**config.mk**
```make
export PLATFORM = sky130hd
export DESIGN_NAME = dvp_conf_initiator_flat
export DESIGN_NICKNAME = d
export VERILOG_FILES = /design/src/rtl/dvp_conf_initiator_if.sv /design/src/rtl/dvp_conf_initiator.sv /design/src/flat_wrapper.sv
export SDC_FILE = /design/constraint.sdc
export NUM_CORES = 1
export LEC_CHECK = 0
export BUFFER_PORTS_ARGS = -buffer_cell sky130_fd_sc_hd__buf_2
export CAP_MARGIN = 20
export CORE_MARGIN = 1.5
export CORE_UTILIZATION = 48
export DETAILED_ROUTE_END_ITERATION = 12
export PLACE_DENSITY = 0.85
export SLEW_MARGIN = 20
export SYNTH_ARGS = -nofsm -noshare
export SYNTH_HDL_FRONTEND = slang
export SYNTH_SLANG_ARGS = --single-unit
```
**constraint.sdc**
```tcl
create_clock -name clk -period 2.75 [get_ports clk]
set_clock_uncertainty 0.05 [all_clocks]
set_input_delay 0.275 -clock clk [delete_from_list [all_inputs] [get_ports clk]]
set_output_delay 0.275 -clock clk [all_outputs]
set_load 0.03 [all_outputs]
```
**src/rtl/dvp_conf_initiator_if.sv**
```systemverilog
// AXI4 control-path bundle between the DVP config initiator
// and the config register slave (AW/W/B and AR/R channels).
interface dvp_conf_initiator_if #(
  parameter int ADDR_W = 32,
  parameter int DATA_W = 32,
  parameter int ID_W   = 5
);
  logic [ID_W-1:0]   m_awid_o;
  logic [ADDR_W-1:0] m_awaddr_o;
  logic              m_awvalid_o;
  logic              m_awready_i;
  logic [DATA_W-1:0] m_wdata_o;
  logic              m_wvalid_o;
  logic              m_wready_i;
  logic [1:0]        m_bresp_i;
  logic              m_bvalid_i;
  logic              m_bready_o;
  logic [ID_W-1:0]   m_arid_o;
  logic [ADDR_W-1:0] m_araddr_o;
  logic              m_arvalid_o;
  logic              m_arready_i;
  logic [DATA_W-1:0] m_rdata_i;
  logic [1:0]        m_rresp_i;
  logic              m_rvalid_i;
  logic              m_rready_o;

  modport master (
    output m_awid_o, m_awaddr_o, m_awvalid_o,
    input  m_awready_i,
    output m_wdata_o, m_wvalid_o,
    input  m_wready_i,
    input  m_bresp_i, m_bvalid_i,
    output m_bready_o,
    output m_arid_o, m_araddr_o, m_arvalid_o,
    input  m_arready_i,
    input  m_rdata_i, m_rresp_i, m_rvalid_i,
    output m_rready_o
  );

  modport slave (
    input  m_awid_o, m_awaddr_o, m_awvalid_o,
    output m_awready_i,
    input  m_wdata_o, m_wvalid_o,
    output m_wready_i,
    output m_bresp_i, m_bvalid_i,
    input  m_bready_o,
    input  m_arid_o, m_araddr_o, m_arvalid_o,
    output m_arready_i,
    output m_rdata_i, m_rresp_i, m_rvalid_i,
    input  m_rready_o
  );
endinterface

```
**src/rtl/dvp_conf_initiator.sv**
```systemverilog
// Single-outstanding AXI4 initiator turning a simple cmd/rsp
// port into AW/W/B and AR/R transactions for the DVP config regs.
module dvp_conf_initiator #(
  parameter int ADDR_W   = 32,
  parameter int DATA_W   = 32,
  parameter int MST_ID_W = 5,
  parameter logic [MST_ID_W-1:0] MST_ID = '0
) (
  input  logic              clk,
  input  logic              rst_n,
  input  logic              cmd_valid_i,
  output logic              cmd_ready_o,
  input  logic              cmd_wr_i,
  input  logic [ADDR_W-1:0] cmd_addr_i,
  input  logic [DATA_W-1:0] cmd_wdata_i,
  output logic              rsp_valid_o,
  output logic [DATA_W-1:0] rsp_data_o,
  output logic              rsp_err_o,
  dvp_conf_initiator_if.master m
);

  typedef enum logic [2:0] {
    IDLE, WR_REQ, WR_RESP, RD_REQ, RD_RESP
  } state_t;

  state_t r_state, w_next;

  logic              r_cmd_ready;
  logic [ADDR_W-1:0] r_addr;
  logic [DATA_W-1:0] r_wdata;
  logic              r_awvalid, r_wvalid, r_bready;
  logic              r_arvalid, r_rready;
  logic              r_aw_done, r_w_done;
  logic              r_rsp_valid, r_rsp_err;
  logic [DATA_W-1:0] r_rsp_data;

  logic w_acc, w_aw_hs, w_w_hs, w_b_hs;
  logic w_ar_hs, w_r_hs, w_aw_ok, w_w_ok;

  assign w_acc   = cmd_valid_i & r_cmd_ready &
                   (r_state == IDLE);
  assign w_aw_hs = r_awvalid & m.m_awready_i;
  assign w_w_hs  = r_wvalid & m.m_wready_i;
  assign w_b_hs  = r_bready & m.m_bvalid_i;
  assign w_ar_hs = r_arvalid & m.m_arready_i;
  assign w_r_hs  = r_rready & m.m_rvalid_i;
  // AW and W complete independently; either may land first
  assign w_aw_ok = r_aw_done | w_aw_hs;
  assign w_w_ok  = r_w_done | w_w_hs;

  always_comb begin
    w_next = r_state;
    case (r_state)
      IDLE:
        if (w_acc)
          w_next = cmd_wr_i ? WR_REQ : RD_REQ;
      WR_REQ:
        if (w_aw_ok && w_w_ok) w_next = WR_RESP;
      WR_RESP:
        if (w_b_hs) w_next = IDLE;
      RD_REQ:
        if (w_ar_hs) w_next = RD_RESP;
      RD_RESP:
        if (w_r_hs) w_next = IDLE;
      default: w_next = IDLE;
    endcase
  end

  always_ff @(posedge clk or negedge rst_n) begin
    if (!rst_n) r_state <= IDLE;
    else        r_state <= w_next;
  end

  always_ff @(posedge clk or negedge rst_n) begin
    if (!rst_n) begin
      r_cmd_ready <= 1'b1;
      r_addr      <= '0;
      r_wdata     <= '0;
      r_awvalid   <= 1'b0;
      r_wvalid    <= 1'b0;
      r_bready    <= 1'b0;
      r_arvalid   <= 1'b0;
      r_rready    <= 1'b0;
      r_aw_done   <= 1'b0;
      r_w_done    <= 1'b0;
      r_rsp_valid <= 1'b0;
      r_rsp_err   <= 1'b0;
      r_rsp_data  <= '0;
    end else begin
      r_rsp_valid <= 1'b0;
      r_cmd_ready <= (w_next == IDLE);
      if (w_acc) begin
        r_addr    <= cmd_addr_i;
        r_wdata   <= cmd_wdata_i;
        r_aw_done <= 1'b0;
        r_w_done  <= 1'b0;
        if (cmd_wr_i) begin
          r_awvalid <= 1'b1;
          r_wvalid  <= 1'b1;
        end else begin
          r_arvalid <= 1'b1;
        end
      end
      if (w_aw_hs) begin
        r_awvalid <= 1'b0;
        r_aw_done <= 1'b1;
      end
      if (w_w_hs) begin
        r_wvalid <= 1'b0;
        r_w_done <= 1'b1;
      end
      if (r_state == WR_REQ && w_next == WR_RESP)
        r_bready <= 1'b1;
      if (w_b_hs) begin
        r_bready    <= 1'b0;
        r_rsp_valid <= 1'b1;
        r_rsp_err   <= |m.m_bresp_i;
        r_rsp_data  <= '0;
      end
      if (w_ar_hs) begin
        r_arvalid <= 1'b0;
        r_rready  <= 1'b1;
      end
      if (w_r_hs) begin
        r_rready    <= 1'b0;
        r_rsp_valid <= 1'b1;
        r_rsp_err   <= |m.m_rresp_i;
        r_rsp_data  <= m.m_rdata_i;
      end
    end
  end

  assign cmd_ready_o   = r_cmd_ready;
  assign rsp_valid_o   = r_rsp_valid;
  assign rsp_data_o    = r_rsp_data;
  assign rsp_err_o     = r_rsp_err;
  assign m.m_awid_o    = MST_ID;
  assign m.m_awaddr_o  = r_addr;
  assign m.m_awvalid_o = r_awvalid;
  assign m.m_wdata_o   = r_wdata;
  assign m.m_wvalid_o  = r_wvalid;
  assign m.m_bready_o  = r_bready;
  assign m.m_arid_o    = MST_ID;
  assign m.m_araddr_o  = r_addr;
  assign m.m_arvalid_o = r_arvalid;
  assign m.m_rready_o  = r_rready;

endmodule
```
**src/flat_wrapper.sv**
```systemverilog
// flat-port wrapper written by rule: the top's interface ports become plain ports
module dvp_conf_initiator_flat 
#(
  parameter int ADDR_W   = 32,
  parameter int DATA_W   = 32,
  parameter int MST_ID_W = 5,
  parameter logic [MST_ID_W-1:0] MST_ID = '0
)
  (clk, rst_n, cmd_valid_i, cmd_ready_o, cmd_wr_i, cmd_addr_i, cmd_wdata_i, rsp_valid_o, rsp_data_o, rsp_err_o, m_m_awid_o, m_m_awaddr_o, m_m_awvalid_o, m_m_awready_i, m_m_wdata_o, m_m_wvalid_o, m_m_wready_i, m_m_bresp_i, m_m_bvalid_i, m_m_bready_o, m_m_arid_o, m_m_araddr_o, m_m_arvalid_o, m_m_arready_i, m_m_rdata_i, m_m_rresp_i, m_m_rvalid_i, m_m_rready_o);
  dvp_conf_initiator_if #(.ADDR_W(ADDR_W), .DATA_W(DATA_W)) m_i ();
  input  logic clk;
  input  logic rst_n;
  input  logic cmd_valid_i;
  output logic cmd_ready_o;
  input  logic cmd_wr_i;
  input  logic [ADDR_W-1:0] cmd_addr_i;
  input  logic [DATA_W-1:0] cmd_wdata_i;
  output logic rsp_valid_o;
  output logic [DATA_W-1:0] rsp_data_o;
  output logic rsp_err_o;
  output wire logic [$bits(m_i.m_awid_o)-1:0] m_m_awid_o;
  output wire logic [$bits(m_i.m_awaddr_o)-1:0] m_m_awaddr_o;
  output wire logic [$bits(m_i.m_awvalid_o)-1:0] m_m_awvalid_o;
  input wire logic [$bits(m_i.m_awready_i)-1:0] m_m_awready_i;
  output wire logic [$bits(m_i.m_wdata_o)-1:0] m_m_wdata_o;
  output wire logic [$bits(m_i.m_wvalid_o)-1:0] m_m_wvalid_o;
  input wire logic [$bits(m_i.m_wready_i)-1:0] m_m_wready_i;
  input wire logic [$bits(m_i.m_bresp_i)-1:0] m_m_bresp_i;
  input wire logic [$bits(m_i.m_bvalid_i)-1:0] m_m_bvalid_i;
  output wire logic [$bits(m_i.m_bready_o)-1:0] m_m_bready_o;
  output wire logic [$bits(m_i.m_arid_o)-1:0] m_m_arid_o;
  output wire logic [$bits(m_i.m_araddr_o)-1:0] m_m_araddr_o;
  output wire logic [$bits(m_i.m_arvalid_o)-1:0] m_m_arvalid_o;
  input wire logic [$bits(m_i.m_arready_i)-1:0] m_m_arready_i;
  input wire logic [$bits(m_i.m_rdata_i)-1:0] m_m_rdata_i;
  input wire logic [$bits(m_i.m_rresp_i)-1:0] m_m_rresp_i;
  input wire logic [$bits(m_i.m_rvalid_i)-1:0] m_m_rvalid_i;
  output wire logic [$bits(m_i.m_rready_o)-1:0] m_m_rready_o;
  assign m_m_awid_o = m_i.m_awid_o;
  assign m_m_awaddr_o = m_i.m_awaddr_o;
  assign m_m_awvalid_o = m_i.m_awvalid_o;
  assign m_i.m_awready_i = m_m_awready_i;
  assign m_m_wdata_o = m_i.m_wdata_o;
  assign m_m_wvalid_o = m_i.m_wvalid_o;
  assign m_i.m_wready_i = m_m_wready_i;
  assign m_i.m_bresp_i = m_m_bresp_i;
  assign m_i.m_bvalid_i = m_m_bvalid_i;
  assign m_m_bready_o = m_i.m_bready_o;
  assign m_m_arid_o = m_i.m_arid_o;
  assign m_m_araddr_o = m_i.m_araddr_o;
  assign m_m_arvalid_o = m_i.m_arvalid_o;
  assign m_i.m_arready_i = m_m_arready_i;
  assign m_i.m_rdata_i = m_m_rdata_i;
  assign m_i.m_rresp_i = m_m_rresp_i;
  assign m_i.m_rvalid_i = m_m_rvalid_i;
  assign m_m_rready_o = m_i.m_rready_o;
  dvp_conf_initiator #(.ADDR_W(ADDR_W), .DATA_W(DATA_W), .MST_ID_W(MST_ID_W), .MST_ID(MST_ID)) u_core (.clk(clk), .rst_n(rst_n), .cmd_valid_i(cmd_valid_i), .cmd_ready_o(cmd_ready_o), .cmd_wr_i(cmd_wr_i), .cmd_addr_i(cmd_addr_i), .cmd_wdata_i(cmd_wdata_i), .rsp_valid_o(rsp_valid_o), .rsp_data_o(rsp_data_o), .rsp_err_o(rsp_err_o), .m(m_i));
endmodule
```
After elaboration in Yosys (flattened, before gate mapping)
Cells that the tools add are included.
{ "classes": {"n_bitwise": 9, "muxes": 27, "n_reduce_logical": 17, "n_eq_ne": 6} }
{ "op_table": {"columns": ["cell", "n"], "rows": [
  ["$mux 32", 2],
  ["$mux 1", 18],
  ["$reduce_bool 2->1", 8],
  ["$mux 3", 5],
  ["$pmux 3 s5", 1],
  ["$eq 3x2->1 const B", 3],
  ["$and 1x1->1", 7],
  ["$logic_not 3->1", 2],
  ["$reduce_and 2->1", 3],
  ["$reduce_or 2->1", 2],
  ["$eq 3x1->1 const B", 1],
  ["$eq 3x3->1 const B", 1],
  ["$logic_and 1x1->1", 2],
  ["$mux 2", 1],
  ["$ne 2x1->1 const B", 1],
  ["$or 1x1->1", 2]
]} }
{ "word_totals": {"output_inout_bits": 146, "word_cells": 73, "in_bits": 109, "ff_bits": 109} }

Longest topological paths before layout
Gate-level depths: netlist (run 1).
{ "depth": {"word_depth": 9, "mapped_depth": 5, "ltp_nobuf": 3} }

Least setup slack after synthesis (run 1)
Ideal clock, no wire load.
{ "synth_timing": {"path_type": "register to register", "from": "register u_core.r_cmd_ready (netlist: u_core.cmd_ready_o)", "to": "register u_core.r_addr[0] (netlist: u_core.m.m_araddr_o[0])", "setup_ns": 0.125, "path_slack_ns": 1.160, "period_less_slack_ns": 1.590, "path_buffers": 2, "arrival_time_ns": 1.415, "t_required_ns": 2.575, "path_stages_with_launch": 5, "cell_sequence": "dfstp_2 > and3_4 > buf_12 > buf_12 > mux2_4"} }
{ "synth_between": {"elab_chain_len": 2} }
{ "synth_lines": {"columns": ["element", "line", "rtl"], "rows": [
  ["start: declaration", "dvp_conf_initiator.sv:28", "logic r_cmd_ready;"],
  ["start signal: assignment", "dvp_conf_initiator.sv:91", "r_cmd_ready <= (w_next == IDLE);"],
  ["$and 1x1->1 (2 in series)", "dvp_conf_initiator.sv:40", "assign w_acc = cmd_valid_i & r_cmd_ready &"],
  ["end signal: assignment", "dvp_conf_initiator.sv:93", "r_addr <= cmd_addr_i;"],
  ["end: declaration", "dvp_conf_initiator.sv:29", "logic [ADDR_W-1:0] r_addr;"]
]} }
No other way between the ends.
A chain may end at the register's enable or synchronous reset.

Worst setup path in the final report (run 1)
{ "layout_timing": {"from": "register u_core.r_state[2]", "to": "register u_core.r_wdata[16] (netlist: u_core.m.m_wdata_o[16])"} }
{ "layout_between": {"elab_chain_len": 2} }
{ "layout_lines": {"columns": ["element", "line", "rtl"], "rows": [
  ["start: declaration", "dvp_conf_initiator.sv:26", "state_t r_state, w_next;"],
  ["start signal: assignment", "dvp_conf_initiator.sv:71", "else r_state <= w_next;"],
  ["$logic_not 3->1", "dvp_conf_initiator.sv:41", "(r_state == IDLE);"],
  ["$and 1x1->1", "dvp_conf_initiator.sv:40", null],
  ["end signal: assignment", "dvp_conf_initiator.sv:94", "r_wdata <= cmd_wdata_i;"],
  ["end: declaration", "dvp_conf_initiator.sv:30", "logic [DATA_W-1:0] r_wdata;"]
]} }
No other way between the ends.

==> results.sh, run 1 <==
export IMPL_clk_latency_ns=0.35
export IMPL_path_buf_inv=1
export IMPL_hpwl_um=8180
export IMPL_core_area_sq_um=9370
export IMPL_synth_cells=299
export IMPL_ir_drop_v=0.000292
export IMPL_via_per_inst=4.98
export IMPL_ys_seq_area_share_pct=58.1
export IMPL_drv_slew=0
export IMPL_cts_sinks=109
export IMPL_start_kind="flip-flop"
export IMPL_placed_cell_area_sq_um=5690
export IMPL_syn_area_sq_um=4700
export IMPL_fin_crit_sh_pct=72.6
export IMPL_grt_pass1_vias=3311
export IMPL_start_util_pct=50.1
export IMPL_fp_row_count=35
export IMPL_total_power_uw=2640
export IMPL_cts_max_path_buffers=2
export IMPL_drtPass1Iterations=4
export IMPL_routedWlPerCell_um=16.7
export IMPL_p_leak_uw=0.00345
export IMPL_nets=622
export IMPL_finalHoldViolCount=0
export IMPL_area_growth_pct=25.3
export IMPL_drtAntennaViolNets=0
export IMPL_worstPathCellList="nor2b_1, and3_4, buf_12, mux2_4"
export IMPL_rsz0062_at_grt="false"
export IMPL_portBuffers=244
export IMPL_period_needed_ns=2.00
export IMPL_route_detailed_drc=0
export IMPL_final_cells=647
export IMPL_num_antenna_cells=0
export IMPL_num_vias=3221
export IMPL_cts_root_buf="clkbuf_8"
export IMPL_antenna_found_initial=0
export IMPL_yosys_warnings=0
export IMPL_clkTransAtPathRegs_ns=0.10
export IMPL_mostFrequentLayoutCells="buf_2 (243), dfrtp_1 (108), mux2_4 (60)"
export IMPL_slowest_delay_ns=0.50
export IMPL_wirelength_um=10800
export IMPL_fillCellCount=748
export IMPL_maxSlewHeadroom_pct=44.9
export IMPL_fmax_ghz=0.501
export IMPL_die_h_um=102
export IMPL_crit_path_top_delay_cell="and3_4"
export IMPL_hp_class="in -> reg"
export IMPL_finalInstanceArea_sq_um=5890
export IMPL_die_w_um=102
export IMPL_cap_violations=0
export IMPL_h_tree_depth=3
export IMPL_cp_arrival_ns=2.19
export IMPL_status="finished, final reports clean"
export IMPL_crit_family="simple AND/OR/NAND/NOR gates"
export IMPL_synth_edff_count=0
export IMPL_ys_seq_elements=109
export IMPL_cts_buffers=9
export IMPL_syn_area_per_cell_sq_um=15.7
export IMPL_die_area_sq_um=10400
export IMPL_dp_cells=630
export IMPL_grt_pass1_wl_um=16200
export IMPL_drt_iter0_drc=92
export IMPL_async_reset_ff_share_pct=100
export IMPL_fin_tns_setup_ns=0
export IMPL_drive_gt1_share_pct=63.7
export IMPL_synth_main_ff_cell="dfrtp_1"
export IMPL_worstSetupEndpointType="flip-flop"
export IMPL_critical_path_max_fanout=35
export IMPL_grt_max_degree=67
export IMPL_yosysUniqueCellTypes=35
export IMPL_critPathKind="reg -> reg"
export IMPL_final_common_cell="buf_2"
export IMPL_worst_pin_slew_ns=0.827
export IMPL_track_usage_pct=20.3
export IMPL_worstPathRequired_ns=2.95
export IMPL_grt_overflow=0
export IMPL_finalSetupViolations=0
export IMPL_powerDensity_nw_per_um2=449
export IMPL_ios=255
export IMPL_tritoncts="yes"
export IMPL_cts_setup_buffers=0
export IMPL_gp_congestion=0.766
export IMPL_final_util_pct=62.8
[logic make-up (layout without fill, tap and decap cells)]
family                 after synthesis  in the layout  synth area share, %
AOI/OAI and AO/OA                   46             46                 8.09
buffers and inverters               58            268                 10.5
DFF                                109            109                 58.1
muxes                               68             68                 21.0
other                                1             10               0.0798
and+or+nand+nor                     17             17                 2.26
[synthesized netlist by cell type, drive strengths merged (2+ instances only)]
library cell	count	share of area, %
clkbuf	3	0.24
nand2b	2	0.27
dfrtp	108	58
inv	2	0.16
a22o	34	6.3
o31ai	3	0.48
nor2	2	0.21
a21oi	4	0.51
nand2	3	0.24
mux2	64	20
mux2i	4	0.85
buf	53	10
[worst register-to-register path, delay by kind of cell, from the launching register on]
kind,cells,cell delay (ns)
muxes,1,0.36
and+or+nand+nor,2,0.73
DFF,1,0.43
buffers and inverters,1,0.33
[routing by layer]
metal,global-route usage (%),up-vias,wire [um]
li1,-,1434,-
met1,22.9,1606,4120
met2,37.2,163,5750
met3,5.47,18,782
met4,6.53,0,162
met5,0,-,0
[registers in the layout, summed over array words and instances, names as in the netlist, 3 cells and up]
register	cells
u_core.m.m_araddr_o	32
u_core.m.m_wdata_o	32
u_core.r_state	3
u_core.rsp_data_o	32
[cell type report]
type                    count  area, sq um  share of cell area (%)
clock buffers              10          138                    2.34
clock inverters             6         45.0                   0.765
inverters                   2         7.51                   0.128
multi-input cells         141         1510                    25.7
flip-flops and latches    109         2730                    46.4
well taps                 129          161                    2.74
repair buffers            250         1300                    22.0
[final timing paths]
kind                                startpoint                 endpoint  cells after the start  slack [ns]
max                          u_core.r_state[2]   u_core.m.m_wdata_o[16]                      4        0.75
min                               m_m_rvalid_i      u_core.m.m_rready_o                      2        0.05
max reg2reg                  u_core.r_state[2]   u_core.m.m_wdata_o[16]                      4        0.75
min reg2reg                u_core.m.m_rready_o      u_core.m.m_rready_o                      1        0.45
max in group asynchronous                rst_n  u_core.m.m_araddr_o[30]                      3        1.44
min in group asynchronous                rst_n    u_core.rsp_data_o[23]                      2        0.50
[report_power, final]
| group | internal (uW) | total, uW | switching, uW |
|---|---|---|---|
| combinational | 60.9 | 137 | 75.9 |
| clock | 364 | 906 | 543 |
| sequential | 1600 | 1600 | 0 |
[timing repair]
action	in CTS	in global routing
resized for setup	0	0
setup endpoints to repair	0	0
hold endpoints to repair	64	0
hold buffers	1	0
[per-stage QoR]
| step | hold WS, ns | setup WS (ns) |
|---|---|---|
| after CTS | 0.0379 | 0.773 |
| after detailed placement | 0.372 | 0.769 |
| after global placement | 0.353 | 0.866 |
| after global routing | 0.0457 | 0.692 |
| after floorplan | -0.0706 | 1.16 |
| final | 0.0548 | 0.755 |
(Power assumes the default switching activity.)
==> inputs of run 2 (changes only) <==
Settings changed: ABC_AREA set to 1, CORE_UTILIZATION 48 to 44, PLACE_DENSITY 0.85 to 0.79.
Clock period 2.75 ns to 2.1 ns, I/O delays scaled along.
==> run 2 against run 1 <==
  * Via count increased by 35%
  * Critical endpoint is now u_core.m.m_araddr_o[25]
  * Synthesized area decreased by 2.0%
  * Clock power increased by 47%
==> results.sh, run 2 <==
export IMPL_die_w_um=105
export IMPL_fp_row_count=37
export IMPL_mostFrequentLayoutCells="nand2_1 (243), buf_2 (243), dfrtp_1 (108)"
export IMPL_synth_most_common_cell="nand2_1"
export IMPL_ys_seq_area_share_pct=59.3
export IMPL_fmax_ghz=0.563
export IMPL_drive_gt1_share_pct=33.8
export IMPL_multi_input_area_sq_um=1420
export IMPL_holdPathStages=3
export IMPL_finalSetupViolations=0
export IMPL_wirelength_um=12700
export IMPL_gp_congestion=0.787
export IMPL_critPathKind="reg -> reg"
export IMPL_cp_arrival_ns=2.02
export IMPL_hp_class="in -> reg"
export IMPL_hp_start="cmd_addr_i[5]"
export IMPL_async_reset_ff_share_pct=100
export IMPL_fillCellCount=856
export IMPL_powerDensity_nw_per_um2=1650
export IMPL_drv_slew=0
export IMPL_hold_buffers=62
export IMPL_status="finished, final reports clean"
export IMPL_synth_area_top_cells="dfrtp_1 (59%), nand2_1 (20%), nand3_1 (7.6%)"
export IMPL_worstPathRequired_ns=2.35
export IMPL_post_place_ws_ns=0.375
export IMPL_period_needed_ns=1.78
export IMPL_synth_main_ff_cell="dfrtp_1"
export IMPL_synth_cells=525
export IMPL_rsz0062_at_grt="false"
export IMPL_nets=899
export IMPL_grt_pass1_wl_um=20500
export IMPL_worstSetupEndpointType="flip-flop"
export IMPL_clkTransAtPathRegs_ns=0.10
export IMPL_portBuffers=244
export IMPL_core_area_sq_um=10200
export IMPL_clk_latency_ns=0.36
export IMPL_yosys_area_top_type="dfrtp_1"
export IMPL_drtPass1Iterations=5
export IMPL_finalHoldViolCount=0
export IMPL_fin_tns_setup_ns=0
export IMPL_cts_buffers=9
export IMPL_num_vias=4342
export IMPL_cts_max_path_buffers=2
export IMPL_critical_path_max_fanout=64
export IMPL_worst_pin_slew_ns=1.03
export IMPL_syn_area_sq_um=4600
export IMPL_hpwl_um=8120
export IMPL_total_power_uw=10700
export IMPL_die_area_sq_um=11100
export IMPL_h_tree_depth=3
export IMPL_grt_max_degree=110
export IMPL_ys_seq_elements=109
export IMPL_num_antenna_cells=0
export IMPL_tritoncts="yes"
export IMPL_maxSlewHeadroom_pct=31.4
export IMPL_worstPathCellList="nor2_1, nand2_1, nor2_4, inv_2, nand2_1, nand2_1"
export IMPL_p_leak_uw=0.00383
export IMPL_cts_root_buf="clkbuf_8"
export IMPL_seq_area_sq_um=2730
export IMPL_cts_setup_buffers=0
export IMPL_track_usage_pct=23.3
export IMPL_synth_edff_count=0
export IMPL_reg2reg_to="u_core.m.m_araddr_o[25]"
export IMPL_start_util_pct=45.0
export IMPL_cap_violations=0
export IMPL_reg2reg_slack_ns=0.32
export IMPL_cts_sinks=109
export IMPL_syn_area_per_cell_sq_um=8.77
export IMPL_routedWlPerCell_um=13.6
export IMPL_slowest_delay_ns=0.72
export IMPL_via_per_inst=4.66
export IMPL_grt_overflow=0
export IMPL_drt_iter0_drc=348
export IMPL_die_h_um=105
export IMPL_ios=255
export IMPL_start_kind="flip-flop"
export IMPL_hold_path_endpoint="u_core.m.m_araddr_o[5]"
export IMPL_yosysUniqueCellTypes=19
export IMPL_drtAntennaViolNets=0
export IMPL_netlist_area_leader_share_pct=58.7
export IMPL_fin_crit_sh_pct=84.6
export IMPL_ir_drop_v=0.00106
export IMPL_post_cts_resized=0
export IMPL_area_growth_pct=41.4
export IMPL_synth_commonest_cells="nand2_1 (243), dfrtp_1 (108), nand3_1 (70), buf_4 (43), buf_2 (16)"
export IMPL_antenna_found_initial=0
export IMPL_route_detailed_drc=0
export IMPL_grt_pass1_vias=4214
export IMPL_r2r_worst_path_cells=6
export IMPL_cpMostUsedCell="nand2_1"
export IMPL_crit_path_top_delay_cell="inv_2"
export IMPL_r2r_start="u_core.r_state[0]"
export IMPL_yosys_warnings=0
export IMPL_whs_ns=0.0118
export IMPL_fin_ws_ns=0.323
-- run 2: cell types whose count changed in the layout (fill, tap and decap cells not counted), sizes merged, moves of 7 or more --
cell,before,now
nand2,3,243
mux2,64,0
a22o,34,0
nor2,2,11
nand3,1,71
dlygate4sd3,1,63
inv,5,12
-- run 2: area by class of cell --
| type | count | share of cell area, % |
|---|---|---|
| clock buffers | 11 | 2.02 |
| repair buffers | 314 | 29.9 |
| flip-flops and latches | 109 | 41.9 |
| inverters | 12 | 0.692 |
| well taps | 136 | 2.61 |
| multi-input cells | 344 | 21.8 |
| clock inverters | 5 | 1.15 |
-- run 2: per-layer routing --
metal	GRT usage [%]	up-vias	share of wire, %
met5	0	-	0
met3	5.88	25	7.7
met4	8.71	0	2.5
met2	39.8	190	50
li1	-	2114	-
met1	28.4	2013	39
-- run 2: stage by stage --
step	utilization (%)	std cells	instance area, sq um
floorplan	-	534	4640
global placement	55.5	852	5670
detailed placement	55.5	852	5670
CTS	63.5	930	6500
global route	63.6	931	6510
finish	63.6	931	6510
-- run 2: kinds of logic (layout without fill, tap and decap cells) --
group	after synthesis	after routing	synth area share, %
flip-flops	109	109	59.3
multiplexers	2	2	0.435
other	1	10	0.0814
AO/OA/AOI/OAI	5	5	0.543
buffers and inverters	81	342	10.7
AND/OR/NAND/NOR	327	327	29.0
-- run 2: where the power goes --
part / internal, uW / switching (uW)
Combinational: 1570 / 4170
Clock: 668 / 667
Sequential: 3070 / 595
-- run 2: worst max-delay path by stage --
stage | startpoint | to | slack, ns | depth (start not counted)
global placement | u_core.r_state[0] | u_core.m.m_wdata_o[0] | 0.43 | 6
detailed placement | u_core.r_state[1] | u_core.m.m_araddr_o[28] | 0.37 | 6
global route | u_core.r_state[0] | u_core.m.m_araddr_o[22] | 0.08 | 6
CTS | u_core.r_state[1] | u_core.m.m_araddr_o[11] | 0.36 | 6
floorplan | u_core.cmd_ready_o | u_core.m.m_araddr_o[0] | 0.72 | 6
finish | u_core.r_state[0] | u_core.m.m_araddr_o[25] | 0.32 | 6
-- run 2: worst max-delay path: cells and delay by family, from the launching register on --
family | cells | cell delay, ns
flip-flops | 1 | 0.42
buffers and inverters | 1 | 0.72
AND/OR/NAND/NOR | 5 | 0.48
